### src/rtl/ultrasonido_if.sv
// Sensor-ranger handshake bundle: game-side start/result signals plus the two sensor pins.
// The controller takes the slave view; the game logic / sensor model takes the master view.
interface ultrasonido_if #(
    parameter int DW = 9
);
    logic          start;
    logic          echo;
    logic          trigger;
    logic          busy;
    logic          done;
    logic          valid;
    logic          timeout;
    logic [DW-1:0] distance;

    modport master (
        output start, echo,
        input  trigger, busy, done, valid, timeout, distance
    );

    modport slave (
        input  start, echo,
        output trigger, busy, done, valid, timeout, distance
    );
endinterface

### src/rtl/ultrasonido_ctrl.sv
// HC-SR04-class ranger sequencer: trigger pulse, echo timing in cm, timeout and holdoff.
// Define ULTRASONIDO_AUTO_TRIG_EN for free-running back-to-back measurements (start ignored).
module ultrasonido_ctrl #(
    parameter int CLK_PER_US = 100,
    parameter int TRIG_US    = 10,
    parameter int CM_US      = 58,
    parameter int TIMEOUT_US = 30000,
    parameter int HOLDOFF_US = 60000,
    parameter int DW         = 9
) (
    input  logic         clk,
    input  logic         rst,
    ultrasonido_if.slave bus
);
    localparam int US_MAX = (TIMEOUT_US > HOLDOFF_US) ? TIMEOUT_US : HOLDOFF_US;
    localparam int UW     = $clog2(US_MAX + 1);
    localparam int PW     = (CLK_PER_US > 1) ? $clog2(CLK_PER_US) : 1;
    localparam int SW     = (CM_US > 1) ? $clog2(CM_US) : 1;

    typedef enum logic [2:0] {
        IDLE,
        TRIG,
        WAIT_RISE,
        MEASURE,
        HOLDOFF
    } state_t;

    state_t        state_q, state_d;
    logic [PW-1:0] pre_q, pre_d;
    logic [UW-1:0] us_q, us_d;
    logic [SW-1:0] sub_q, sub_d;
    logic [DW-1:0] cm_q, cm_d;
    logic          sync1_q, sync2_q;
    logic          trigger_q, trigger_d;
    logic          busy_q, busy_d;
    logic          done_q, done_d;
    logic          valid_q, valid_d;
    logic          timeout_q, timeout_d;
    logic [DW-1:0] distance_q, distance_d;

    logic          us_tick;
    logic [UW-1:0] us_inc;
    logic          echo_s;
    logic          go;

    assign echo_s = sync2_q;

`ifdef ULTRASONIDO_AUTO_TRIG_EN
    logic unused_start;
    assign unused_start = bus.start;
    assign go           = 1'b1;
`else
    assign go = bus.start;
`endif

    always_comb begin
        us_tick = (pre_q == PW'(CLK_PER_US - 1));
        us_inc  = us_q + UW'(1);

        // NOTE: every signal written here gets a default first, so no path can infer a latch.
        state_d    = state_q;
        pre_d      = us_tick ? '0 : pre_q + PW'(1);
        us_d       = us_tick ? us_inc : us_q;
        sub_d      = sub_q;
        cm_d       = cm_q;
        trigger_d  = trigger_q;
        done_d     = 1'b0;
        valid_d    = valid_q;
        timeout_d  = timeout_q;
        distance_d = distance_q;

        case (state_q)
            IDLE: begin
                us_d = '0;
                if (go) begin
                    state_d   = TRIG;
                    trigger_d = 1'b1;
                end
            end

            TRIG: begin
                if (us_tick && us_inc == UW'(TRIG_US)) begin
                    state_d   = WAIT_RISE;
                    trigger_d = 1'b0;
                end
            end

            WAIT_RISE: begin
                if (echo_s) begin
                    state_d = MEASURE;
                    sub_d   = '0;
                    cm_d    = '0;
                end else if (us_tick && us_inc == UW'(TIMEOUT_US)) begin
                    state_d    = HOLDOFF;
                    done_d     = 1'b1;
                    valid_d    = 1'b0;
                    timeout_d  = 1'b1;
                    distance_d = '1;
                end
            end

            MEASURE: begin
                if (us_tick) begin
                    if (sub_q == SW'(CM_US - 1)) begin
                        sub_d = '0;
                        if (cm_q != {DW{1'b1}}) cm_d = cm_q + DW'(1);
                    end else begin
                        sub_d = sub_q + SW'(1);
                    end
                end
                // Falling echo outranks a coincident timeout; the tick of this cycle still counts.
                if (!echo_s) begin
                    state_d    = HOLDOFF;
                    done_d     = 1'b1;
                    valid_d    = 1'b1;
                    timeout_d  = 1'b0;
                    distance_d = cm_d;
                end else if (us_tick && us_inc == UW'(TIMEOUT_US)) begin
                    state_d    = HOLDOFF;
                    done_d     = 1'b1;
                    valid_d    = 1'b0;
                    timeout_d  = 1'b1;
                    distance_d = '1;
                end
            end

            HOLDOFF: begin
                if (us_tick && us_inc == UW'(HOLDOFF_US)) state_d = IDLE;
            end

            default: state_d = IDLE;
        endcase

        // Timebase restarts on every state entry so each interval is measured from its own start.
        if (state_d != state_q) begin
            pre_d = '0;
            us_d  = '0;
        end

        busy_d = (state_d != IDLE);
    end

    // NOTE: sequential state uses non-blocking assignments so every flop samples pre-edge values.
    always_ff @(posedge clk) begin
        if (rst) begin
            state_q    <= IDLE;
            pre_q      <= '0;
            us_q       <= '0;
            sub_q      <= '0;
            cm_q       <= '0;
            sync1_q    <= 1'b0;
            sync2_q    <= 1'b0;
            trigger_q  <= 1'b0;
            busy_q     <= 1'b0;
            done_q     <= 1'b0;
            valid_q    <= 1'b0;
            timeout_q  <= 1'b0;
            distance_q <= '0;
        end else begin
            state_q    <= state_d;
            pre_q      <= pre_d;
            us_q       <= us_d;
            sub_q      <= sub_d;
            cm_q       <= cm_d;
            sync1_q    <= bus.echo;
            sync2_q    <= sync1_q;
            trigger_q  <= trigger_d;
            busy_q     <= busy_d;
            done_q     <= done_d;
            valid_q    <= valid_d;
            timeout_q  <= timeout_d;
            distance_q <= distance_d;
        end
    end

    assign bus.trigger  = trigger_q;
    assign bus.busy     = busy_q;
    assign bus.done     = done_q;
    assign bus.valid    = valid_q;
    assign bus.timeout  = timeout_q;
    assign bus.distance = distance_q;
endmodule
### src/flat_wrapper.sv
// flat-port wrapper written by rule: the top's interface ports become plain ports
module ultrasonido_ctrl_flat 
#(
    parameter int CLK_PER_US = 100,
    parameter int TRIG_US    = 10,
    parameter int CM_US      = 58,
    parameter int TIMEOUT_US = 30000,
    parameter int HOLDOFF_US = 60000,
    parameter int DW         = 9
)
  (clk, rst, bus_start, bus_echo, bus_trigger, bus_busy, bus_done, bus_valid, bus_timeout, bus_distance);
  ultrasonido_if #(.DW(DW)) bus_i ();
  input  logic clk;
  input  logic rst;
  input wire logic [$bits(bus_i.start)-1:0] bus_start;
  input wire logic [$bits(bus_i.echo)-1:0] bus_echo;
  output wire logic [$bits(bus_i.trigger)-1:0] bus_trigger;
  output wire logic [$bits(bus_i.busy)-1:0] bus_busy;
  output wire logic [$bits(bus_i.done)-1:0] bus_done;
  output wire logic [$bits(bus_i.valid)-1:0] bus_valid;
  output wire logic [$bits(bus_i.timeout)-1:0] bus_timeout;
  output wire logic [$bits(bus_i.distance)-1:0] bus_distance;
  assign bus_i.start = bus_start;
  assign bus_i.echo = bus_echo;
  assign bus_trigger = bus_i.trigger;
  assign bus_busy = bus_i.busy;
  assign bus_done = bus_i.done;
  assign bus_valid = bus_i.valid;
  assign bus_timeout = bus_i.timeout;
  assign bus_distance = bus_i.distance;
  ultrasonido_ctrl #(.CLK_PER_US(CLK_PER_US), .TRIG_US(TRIG_US), .CM_US(CM_US), .TIMEOUT_US(TIMEOUT_US), .HOLDOFF_US(HOLDOFF_US), .DW(DW)) u_core (.clk(clk), .rst(rst), .bus(bus_i));
endmodule
### config.mk
export PLATFORM = sky130hd
export DESIGN_NAME = ultrasonido_ctrl_flat
export DESIGN_NICKNAME = d
export VERILOG_FILES = /design/src/rtl/ultrasonido_if.sv /design/src/rtl/ultrasonido_ctrl.sv /design/src/flat_wrapper.sv
export SDC_FILE = /design/constraint.sdc
export NUM_CORES = 1
export LEC_CHECK = 0
export ABC_AREA = 1
export BUFFER_PORTS_ARGS = -buffer_cell sky130_fd_sc_hd__buf_4
export CAP_MARGIN = 25
export CORE_MARGIN = 2
export CORE_UTILIZATION = 65
export DETAILED_ROUTE_END_ITERATION = 10
export GPL_TIMING_DRIVEN = 0
export PLACE_DENSITY = 0.84
export SLEW_MARGIN = 30
export SYNTH_ARGS = -nofsm -noshare
export SYNTH_HDL_FRONTEND = slang
export SYNTH_SLANG_ARGS = --single-unit
### constraint.sdc
create_clock -name clk -period 6.66 [get_ports clk]
set_clock_uncertainty 0.05 [all_clocks]
set_input_delay 0.666 -clock clk [delete_from_list [all_inputs] [get_ports clk]]
set_output_delay 0.666 -clock clk [all_outputs]
set_load 0.05 [all_outputs]
-- Word-level counts from Yosys, hierarchy flattened
Index checks and enable logic that the tools add are counted.
- flip-flop bits (word level): 57
- output and inout bits: 14
- logic and storage cells: 81
- $add $sub $neg: 4
- equal/unequal tests: 16
- muxes and demuxes: 35
- reductions and logical operators: 13
- operator list (operator ; count):
    2-to-1 mux 9 bit ; 7
    case mux 9 bit (2 select lines) ; 2
    2-to-1 mux 3 bit ; 6
    2-to-1 mux 6 bit ; 3
    adder 16 x 1 -> 16 bit, second input constant ; 1
    equality test 16 x 15 -> 1 bit, second input constant ; 1
    equality test 16 bit, second input constant ; 1
    equality test 16 x 4 -> 1 bit, second input constant ; 1
    case mux 3 bit (5 select lines) ; 1
    case mux 6 bit (2 select lines) ; 1
    2-to-1 mux 1 bit ; 11
    adder 9 x 1 -> 9 bit, second input constant ; 1
    != test 9 bit, second input constant ; 1
    case mux 1 bit (2 select lines) ; 4
    adder 7 x 1 -> 7 bit, second input constant ; 1
    equality test 7 bit, second input constant ; 1
    adder 6 x 1 -> 6 bit, second input constant ; 1
    equality test 3 x 2 -> 1 bit, second input constant ; 2
    equality test 6 bit, second input constant ; 1
    != test 2 x 1 -> 1 bit, second input constant ; 3
    AND reduction 3 bit ; 2
    OR reduction 3 bit ; 2
    != test 2 bit, second input constant ; 2
    AND reduction 2 bit ; 2
    7 further kinds ; 10

-- Longest topological paths before layout
Gate-level depths: netlist of the first run.
- depth in word-level cells: 8
- depth in mapped cells: 17

-- Worst setup path before layout of the first run
OpenSTA, ideal clock, no wires.
- path kind: reg2reg
- start: register u_core.us_q[0]
- end: register u_core.us_q[12]
- data arrival time: 2.079 ns
- required time: 6.491 ns
- path slack: 4.412 ns
- cell stages (with the launch flop): 16
- buffers on the path: 1
- period minus slack after synthesis: 2.248 ns
- cells stage by stage: dfxtp_1 > ha_1 > nand3_1 > nor2_2 > nand4_1 > nand2_1 > nand2_1 > nor2_2 > nand3_1 > nand2_1 > nand2_1 > nor2_1 > nor2_2 > nand4_4 > buf_6 > nor2_2
- longest elaborated chain between the ends: 8
- elaborated cells on any way between the ends: 15
- ends and longest elaborated chain (what ; line ; text):
    start: declaration ; ultrasonido_ctrl.sv:30 ; logic [UW-1:0] us_q, us_d;
    start signal: assignment ; ultrasonido_ctrl.sv:162 ; us_q <= us_d;
    adder 16 x 1 -> 16 bit (*) ; ultrasonido_ctrl.sv:58 ; us_inc = us_q + UW'(1);
    equality test 16 x 15 -> 1 bit ; ultrasonido_ctrl.sv:93, ultrasonido_ctrl.sv:118 ;
    logical AND 1 bit ; ultrasonido_ctrl.sv:93, ultrasonido_ctrl.sv:118 ;
    2-to-1 mux 3 bit ; ultrasonido_ctrl.sv:93, ultrasonido_ctrl.sv:118 ;
    2-to-1 mux 3 bit, on equally long branches ; ultrasonido_ctrl.sv:112, ultrasonido_ctrl.sv:89 ;
    case mux 3 bit (5 select lines) ; ultrasonido_ctrl.sv:72 ; case (state_q)
    != test 3 bit ; ultrasonido_ctrl.sv:135 ; if (state_d != state_q) begin
    OR reduction 3 bit (no source line) ; - ;
Mark *: on every way between the ends. The rest lies on a longest branch, timed or not.
A chain may end at the register's enable or synchronous reset.

-- Worst setup path in the final report of the first run
- start: register u_core.us_q[0]
- end: register u_core.us_q[0]
Same word-level chain as after synthesis.

==> out/metrics.cfg, run 1 <==
[grt]
grt_pass1_wl_um = 12600
antenna_found_initial = 0
grt_use_total_pct = 29.7
grt_remaining_overflow = 0
grt_max_degree = 11
grt_pass1_vias = 2809

[sta]
tightest_slew_ps = 565
setup_viol = 0
hold_viol = 0
slew_headroom_pct = 62.2
rsz0062_at_grt = false
whs_ps = 356
maxSlewViolCount = 0
period_needed_ps = 2820
tns_ps = 0
max_freq_mhz = 355
finalCritPeriodShare_pct = 42.3

[clock_network]
cts_resized = 0
postCtsSetupBuffers = 0
clockBufferDepth = 2
clock_sinks = 57
root_buffer = clkbuf_8
cts.hold.buffers_added = 0
numCtsBuffers = 9
cts_tree = built
clk_pin_slew_ps = 60
clkLatencyLatePin_ps = 340
htree_levels = 3

[final_layout]
area_growth_pct = 11.8
finalInstanceArea_um2 = 3640
post-route-util_pct = 76.1
nFillCells = 370
drive_above_1_share_pct = 15.1
nets = 522
num_antenna_cells = 0

[die]
die_area_um2 = 5600
start_util_pct = 68.1
placeableCoreArea_um2 = 4790
ioPinCount = 18
row_count = 25
fp.dieW_um = 74.8
chipHeight_um = 74.8

[synth]
yosys.area.top_type = dfxtp_1
synth_area_leaders = dfxtp_1 35%, nand2_1 15%, inv_1 7.1%, nor2_1 5.6%, nor2_2 4.0%
yosysSeqAreaShare_pct = 35.0
synth_ff_type = dfxtp_1
yosysMostFrequentCell = nand2_1
synth_area_um2 = 3260
synth.distinct_cells = 39
postSynthNetCount = 494
ys_warn_count = 0
synthTopCellsByCount = 131 x nand2_1, 62 x inv_1, 57 x dfxtp_1
postSynth.asyncResetShare_pct = 0
syn_avg_cell_area_um2 = 6.75
synth_seq_cells = 57
synth_top_area_share_pct = 35.0
synth_edf_count = 0
synthCells = 483

[power]
vdd_drop_max_mv = 0.161
p_comb_share_pct = 4.8
netSwitchingFraction_pct = 24.0
intPower_mw = 0.507
p_switching_mw = 0.161
p_clk_share_pct = 43.4
p_leak_nw = 1.45
power_frac_seq_pct = 51.9
power.density_nw_per_um2 = 183

[worst_setup_path]
crit_type = flip-flop to flip-flop
cp_max_fo = 10
reg2reg_slack_ps = 3840
worstPathArrival_ps = 3040
cp.required_ps = 6890
reg2reg_to = u_core.us_q[0]
end_kind = flip-flop
startpoint_type = flip-flop
crit_path_start = u_core.us_q[0]
rr_startpoint = u_core.us_q[0]
r2r_cells = 14

[placement]
gp_congestion = 0.935
hpwlAfterDp_um = 5480
portBuffers = 17
placed_area_um2 = 3470

[routing]
avgRoutedWirePerCell_um = 13.2
drtIter0Drc = 249
dr.pass1.iters = 5
wl_um = 7690
antenna_left = 0
route.detailed.drc = 0
avgViaCountPerCell = 5.54
via_count = 3231

[min_path]
holdPathStages = 2
worstHoldEndpoint = u_core.echo_s
timing.hold.worst.start = u_core.sync1_q
min_path_type = flip-flop to flip-flop

[run]
max-cap-violations = 0

[run_status]
status = completed

## cells in the final DEF, fill, tap and decap left out, types with 2 or more instances in the layout
master	instances
inv_1	62
a21oi_1	18
o21ai_0	24
nor2_4	4
ha_1	7
nand2_1	131
clkbuf_1	7
clkbuf_8	11
nand3b_1	2
nand3_2	2
nor2_1	49
nand2_2	6
a211oi_1	2
inv_2	3
buf_4	17
nor2_2	21
xor2_1	6
clkinv_2	3
o21a_1	2
nand3_1	26
o221ai_1	4
nor3_1	9
dfxtp_1	57
a31oi_1	5
o21ai_1	4
nand4_1	13
xnor2_1	6
## power by group through the flow
stage	Clock (mW)	Combinational (mW)	Sequential, mW
final	0.290	0.0318	0.346
after global routing	0.304	0.0348	0.347
after CTS	0.291	0.0315	0.347
after detailed placement	0	0.0314	0.354
after global placement	0	0.0306	0.354
after floorplan	0	0.0185	0.357
## logic make-up after synthesis
| logic type | synth area share, % |
|---|---|
| XOR/XNOR | 3.23 |
| buffers and inverters | 8.56 |
| AND/OR/NAND/NOR | 38.9 |
| AO/OA/AOI/OAI | 11.6 |
| flip-flops | 35.0 |
| adder cells (fa/ha/maj) | 2.69 |
## layout make-up
| cell class | instances | area, um^2 | area share (%) |
|---|---|---|---|
| Sequential cell | 57 | 1140 | 31.3 |
| Clock buffer | 13 | 159 | 4.36 |
| Multi-Input combinational cell | 354 | 1840 | 50.4 |
| Inverter | 65 | 244 | 6.70 |
| Buffer | 7 | 35.0 | 0.962 |
| Clock inverter | 3 | 15.0 | 0.412 |
| Tap cell | 67 | 83.8 | 2.30 |
| Timing Repair Buffer | 17 | 128 | 3.50 |
## critical path: stages (launching register included)
cell	delay (ps)
dfxtp_1	430
ha_1	340
nand3_1	190
nor2_2	230
nand3_1	130
nand2_1	80
nand2_1	100
nand2_1	100
nor2_2	70
nand3_4	110
nand2_1	180
nor2_2	230
nand4_4	230
buf_6	230
nor2_2	80
## layer usage
metal | vias up | track usage (%) | part of all wire [%]
met3 | 27 | 5.89 | 5.1
met2 | 113 | 45.3 | 45
met1 | 1470 | 39.3 | 47
li1 | 1621 | - | -
met5 | - | 0 | 0
met4 | 0 | 17.1 | 3.0
## registers in the layout (all words and copies together) (netlist names)
| name | flops |
|---|---|
| u_core.bus.valid | 1 |
| u_core.sub_q | 6 |
| u_core.echo_s | 1 |
| u_core.state_q | 3 |
| u_core.bus.trigger | 1 |
| u_core.us_q | 16 |
| u_core.bus.timeout | 1 |
| u_core.bus.distance | 9 |
| u_core.pre_q | 7 |
| u_core.sync1_q | 1 |
| u_core.bus.busy | 1 |
| u_core.cm_q | 9 |
| u_core.bus.done | 1 |
## per-stage QoR
| stage | std cells | setup WS (ps) | total power [mW] |
|---|---|---|---|
| final | 583 | 3840 | 0.668 |
| after global routing | 583 | 3640 | 0.685 |
| after CTS | 583 | 3890 | 0.669 |
| after detailed placement | 567 | 3950 | 0.386 |
| after global placement | 567 | 4000 | 0.384 |
| after floorplan | 483 | 4410 | 0.376 |
## worst max path at each step
stage / endpoint / slack [ps]
after floorplan: u_core.us_q[12] / 4410
after global placement: u_core.us_q[0] / 4000
after detailed placement: u_core.us_q[0] / 3950
after CTS: u_core.us_q[12] / 3890
after global routing: u_core.us_q[0] / 3640
final: u_core.us_q[0] / 3840
(Power assumes the default switching activity.)
==> run 2: changes to the inputs <==
--- a/config.mk
+++ b/config.mk
@@ -5,14 +5,14 @@
 export SDC_FILE = /design/constraint.sdc
 export NUM_CORES = 1
 export LEC_CHECK = 0
-export ABC_AREA = 1
+export ABC_AREA = 0
 export BUFFER_PORTS_ARGS = -buffer_cell sky130_fd_sc_hd__buf_4
 export CAP_MARGIN = 25
 export CORE_MARGIN = 2
-export CORE_UTILIZATION = 65
+export CORE_UTILIZATION = 61
 export DETAILED_ROUTE_END_ITERATION = 10
 export GPL_TIMING_DRIVEN = 0
-export PLACE_DENSITY = 0.84
+export PLACE_DENSITY = 0.8
 export SLEW_MARGIN = 30
 export SYNTH_ARGS = -nofsm -noshare
 export SYNTH_HDL_FRONTEND = slang
==> constraint.sdc (replaced) <==
create_clock -name clk -period 2.75 [get_ports clk]
set_clock_uncertainty 0.05 [all_clocks]
set_input_delay 0.275 -clock clk [delete_from_list [all_inputs] [get_ports clk]]
set_output_delay 0.275 -clock clk [all_outputs]
set_load 0.05 [all_outputs]
==> run 2 against run 1 <==
Compared with the run above: final area is 12% higher; worst hold slack worse by 260 ps; critical path type unchanged; worst setup slack worse by 3700 ps; clock power grew to 3.1 times the previous value; largest power group is now the clock network; global-route usage is 0.81 points lower; die area is 11% higher; critical path depth is 5 lower; non-clock buffer count is 31 higher; total power grew to 2.8 times the previous value; synthesized cell count is 17% lower.
==> out/metrics.cfg, run 2 <==
[synth]
postSynthNetCount = 413  ; -16%
ys_warn_count = 0  ; unchanged
synth_area_leaders = dfxtp_1 33%, xnor2_1 7.2%, nor2_1 4.1%, nand2_1 3.1%, a21oi_1 2.9%
syn_avg_cell_area_um2 = 8.50  ; +26%
synthTopCellsByCount = 57 x dfxtp_1, 37 x nor2_1, 28 x nand2_1, 28 x xnor2_1
yosysMostFrequentCell = dfxtp_1
synth_area_um2 = 3420  ; +4.9%
synth_ff_type = dfxtp_1
synthCells = 402  ; -17%
yosysSeqAreaShare_pct = 33.4  ; -1.6 points
synth_edf_count = 0  ; unchanged
synth_seq_cells = 57  ; unchanged
synth_top_area_share_pct = 33.4  ; -1.6 points
yosys.area.top_type = dfxtp_1
postSynth.asyncResetShare_pct = 0  ; unchanged
synth.distinct_cells = 67  ; +72%

[sta]
max_freq_mhz = 377  ; +6.1%
hold_viol = 0  ; unchanged
tns_ps = 0  ; unchanged
period_needed_ps = 2660  ; -162 ps
rsz0062_at_grt = true
finalCritPeriodShare_pct = 96.6  ; +54 points
tightest_slew_ps = 881  ; +316 ps
whs_ps = 97.1  ; -258 ps
slew_headroom_pct = 40.9  ; -21 points
setup_viol = 0  ; unchanged
maxSlewViolCount = 0  ; unchanged

[routing]
dr.pass1.iters = 5  ; unchanged
avgRoutedWirePerCell_um = 17.1  ; +30%
wl_um = 8850  ; +15%
avgViaCountPerCell = 6.19  ; +12%
route.detailed.drc = 0  ; unchanged
antenna_left = 0  ; unchanged
drtIter0Drc = 219  ; -12%
via_count = 3194  ; -1.1%

[power]
power.density_nw_per_um2 = 462  ; +150%
p_leak_nw = 1.40  ; -3.7%
vdd_drop_max_mv = 0.373  ; +130%

[clock_network]
clock_sinks = 57  ; unchanged
htree_levels = 3  ; unchanged
numCtsBuffers = 9  ; unchanged
clkLatencyLatePin_ps = 350  ; about the same
cts.hold.buffers_added = 0  ; unchanged
clk_pin_slew_ps = 60  ; about the same
cts_tree = built
root_buffer = clkbuf_8
clockBufferDepth = 2  ; unchanged

[placement]
hpwlAfterDp_um = 5710  ; +4.2%
gp_congestion = 0.876  ; -6.2%
portBuffers = 17  ; unchanged

[worst_setup_path]
cp.required_ps = 2900  ; -3990 ps
critical_path.endpoint = u_core.us_q[7]
critical_path.max_stage_delay_ps = 530  ; +100 ps
rr_startpoint = u_core.us_q[4]
reg2reg_slack_ps = 90  ; -3750 ps
startpoint_type = flip-flop
crit_type = flip-flop to flip-flop
end_kind = flip-flop
crit_slowest_cell = dfxtp_1
crit_path_start = u_core.us_q[4]
worstPathArrival_ps = 2810  ; -230 ps
cp_max_fo = 7  ; -3
reg2reg_to = u_core.us_q[7]
r2r_cells = 9  ; -5
crit_chain = nand3_4, nor4_4, nand3_2, a2111oi_4, a31oi_2, o32ai_4, buf_12, buf_6, nor3_2

[die]
chipHeight_um = 78.9  ; +5.4%
ioPinCount = 18  ; unchanged
start_util_pct = 62.5  ; -5.6 points
die_area_um2 = 6220  ; +11%
fp.dieW_um = 78.9  ; +5.4%
placeableCoreArea_um2 = 5470  ; +14%
row_count = 27  ; +8.0%

[grt]
grt_use_total_pct = 28.9  ; -0.81 points
grt_max_degree = 11  ; unchanged
grt_remaining_overflow = 0  ; unchanged
antenna_found_initial = 0  ; unchanged
grt_pass1_wl_um = 14000  ; +11%
grt_pass1_vias = 2871  ; +2.2%

[final_layout]
layout_commonest_cell = dfxtp_1
final_cell_mix = 55 x dfxtp_1, 37 x nor2_1, 28 x buf_4, 28 x nand2_1, 27 x xnor2_1
drive_above_1_share_pct = 24.8  ; +9.7 points
nets = 452  ; -13%
largest_reg_flops = 16  ; unchanged
area_growth_pct = 19.3
top_register = u_core.us_q
num_antenna_cells = 0  ; unchanged

[run_status]
status = completed

[run]
max-cap-violations = 0  ; unchanged

[min_path]
min_path_type = input port to flip-flop
holdPathStages = 2  ; unchanged

run 2: cell types whose count changed after synthesis, sizes merged, moves of 5 or more:
cell    before  now
or3          0    6
nand2      138   29
nand3       29   22
inv         65    9
nand4       15   10
xnor2        6   28
nor4         0    7
buf          1   17
o21ai       28   14
a41oi        0    5
nor3        10   22
nor2        74   48
a211oi       2   11
run 2: cell families after synthesis:
| group | count (synthesis) | synth area share (%) |
|---|---|---|
| simple gates | 178 | 30.6 |
| flops | 57 | 33.4 |
| compound gates | 86 | 18.8 |
| mux | 1 | 0.293 |
| fa+ha+maj | 7 | 2.56 |
| xor+xnor | 37 | 9.48 |
| buf+inv | 36 | 4.94 |
run 2: what timing repair did:
| item | in CTS | in global routing |
|---|---|---|
| setup buffers | 2 | 7 |
| gates resized for setup | 6 | 23 |
| cloned | 2 | 0 |
| setup endpoints to repair | 32 | 40 |
| pin swaps | 2 | 10 |
run 2: worst min path at each step:
stage	start	endpoint	slack, ps
2_1_floorplan	bus_echo	u_core.sync1_q	350
3_3_place_gp	u_core.sync1_q	u_core.echo_s	370
3_5_place_dp	u_core.sync1_q	u_core.echo_s	400
4_1_cts	bus_echo	u_core.sync1_q	100
5_1_grt	bus_echo	u_core.sync1_q	110
6_report	bus_echo	u_core.sync1_q	100
run 2: per-stage QoR:
stage | worst slack (ps) | area (um^2) | std cells | util, % | total power [mW]
6_report | 94.6 | 4080 | 516 | 74.5 | 1.89
3_5_place_dp | -267 | 3640 | 491 | 66.5 | 0.988
2_1_floorplan | 88.2 | 3420 | 402 | - | 0.953
3_3_place_gp | -247 | 3640 | 491 | 66.4 | 0.984
4_1_cts | 10.5 | 3920 | 509 | 71.6 | 1.89
5_1_grt | -32.0 | 4080 | 516 | 74.5 | 1.94
run 2: routing by layer:
layer  GRT usage (%)  part of all wire (%)  up-vias
met4            13.4                   2.7        0
li1                -                     -     1531
met3            5.80                   5.8       25
met2            48.6                    49      139
met1            35.6                    42     1499
met5               0                     0        -
run 2: final cells by class:
cell class | count | area, um^2
repair buffers | 28 | 223
clock inverters | 3 | 65.1
fillers | 427 | 1400
clock buffers | 11 | 151
multi-input cells | 309 | 2220
well taps | 72 | 90.1
flip-flops and latches | 57 | 1150
plain buffers | 27 | 144
inverters | 9 | 33.8
run 2: worst max-delay path, delay by kind of cell (launching register included):
family,cells,cell delay [ps]
flip-flops,1,530
AND/OR/NAND/NOR,4,730
buffers and inverters,2,300
AO/OA/AOI/OAI,3,900
run 2: power breakdown:
part | total (mW) | internal [mW] | leakage (nW) | switching (mW)
Sequential | 0.848 | 0.837 | 0.462 | 0.0118
Combinational | 0.144 | 0.0545 | 0.824 | 0.0895
Clock | 0.893 | 0.548 | 0.111 | 0.345
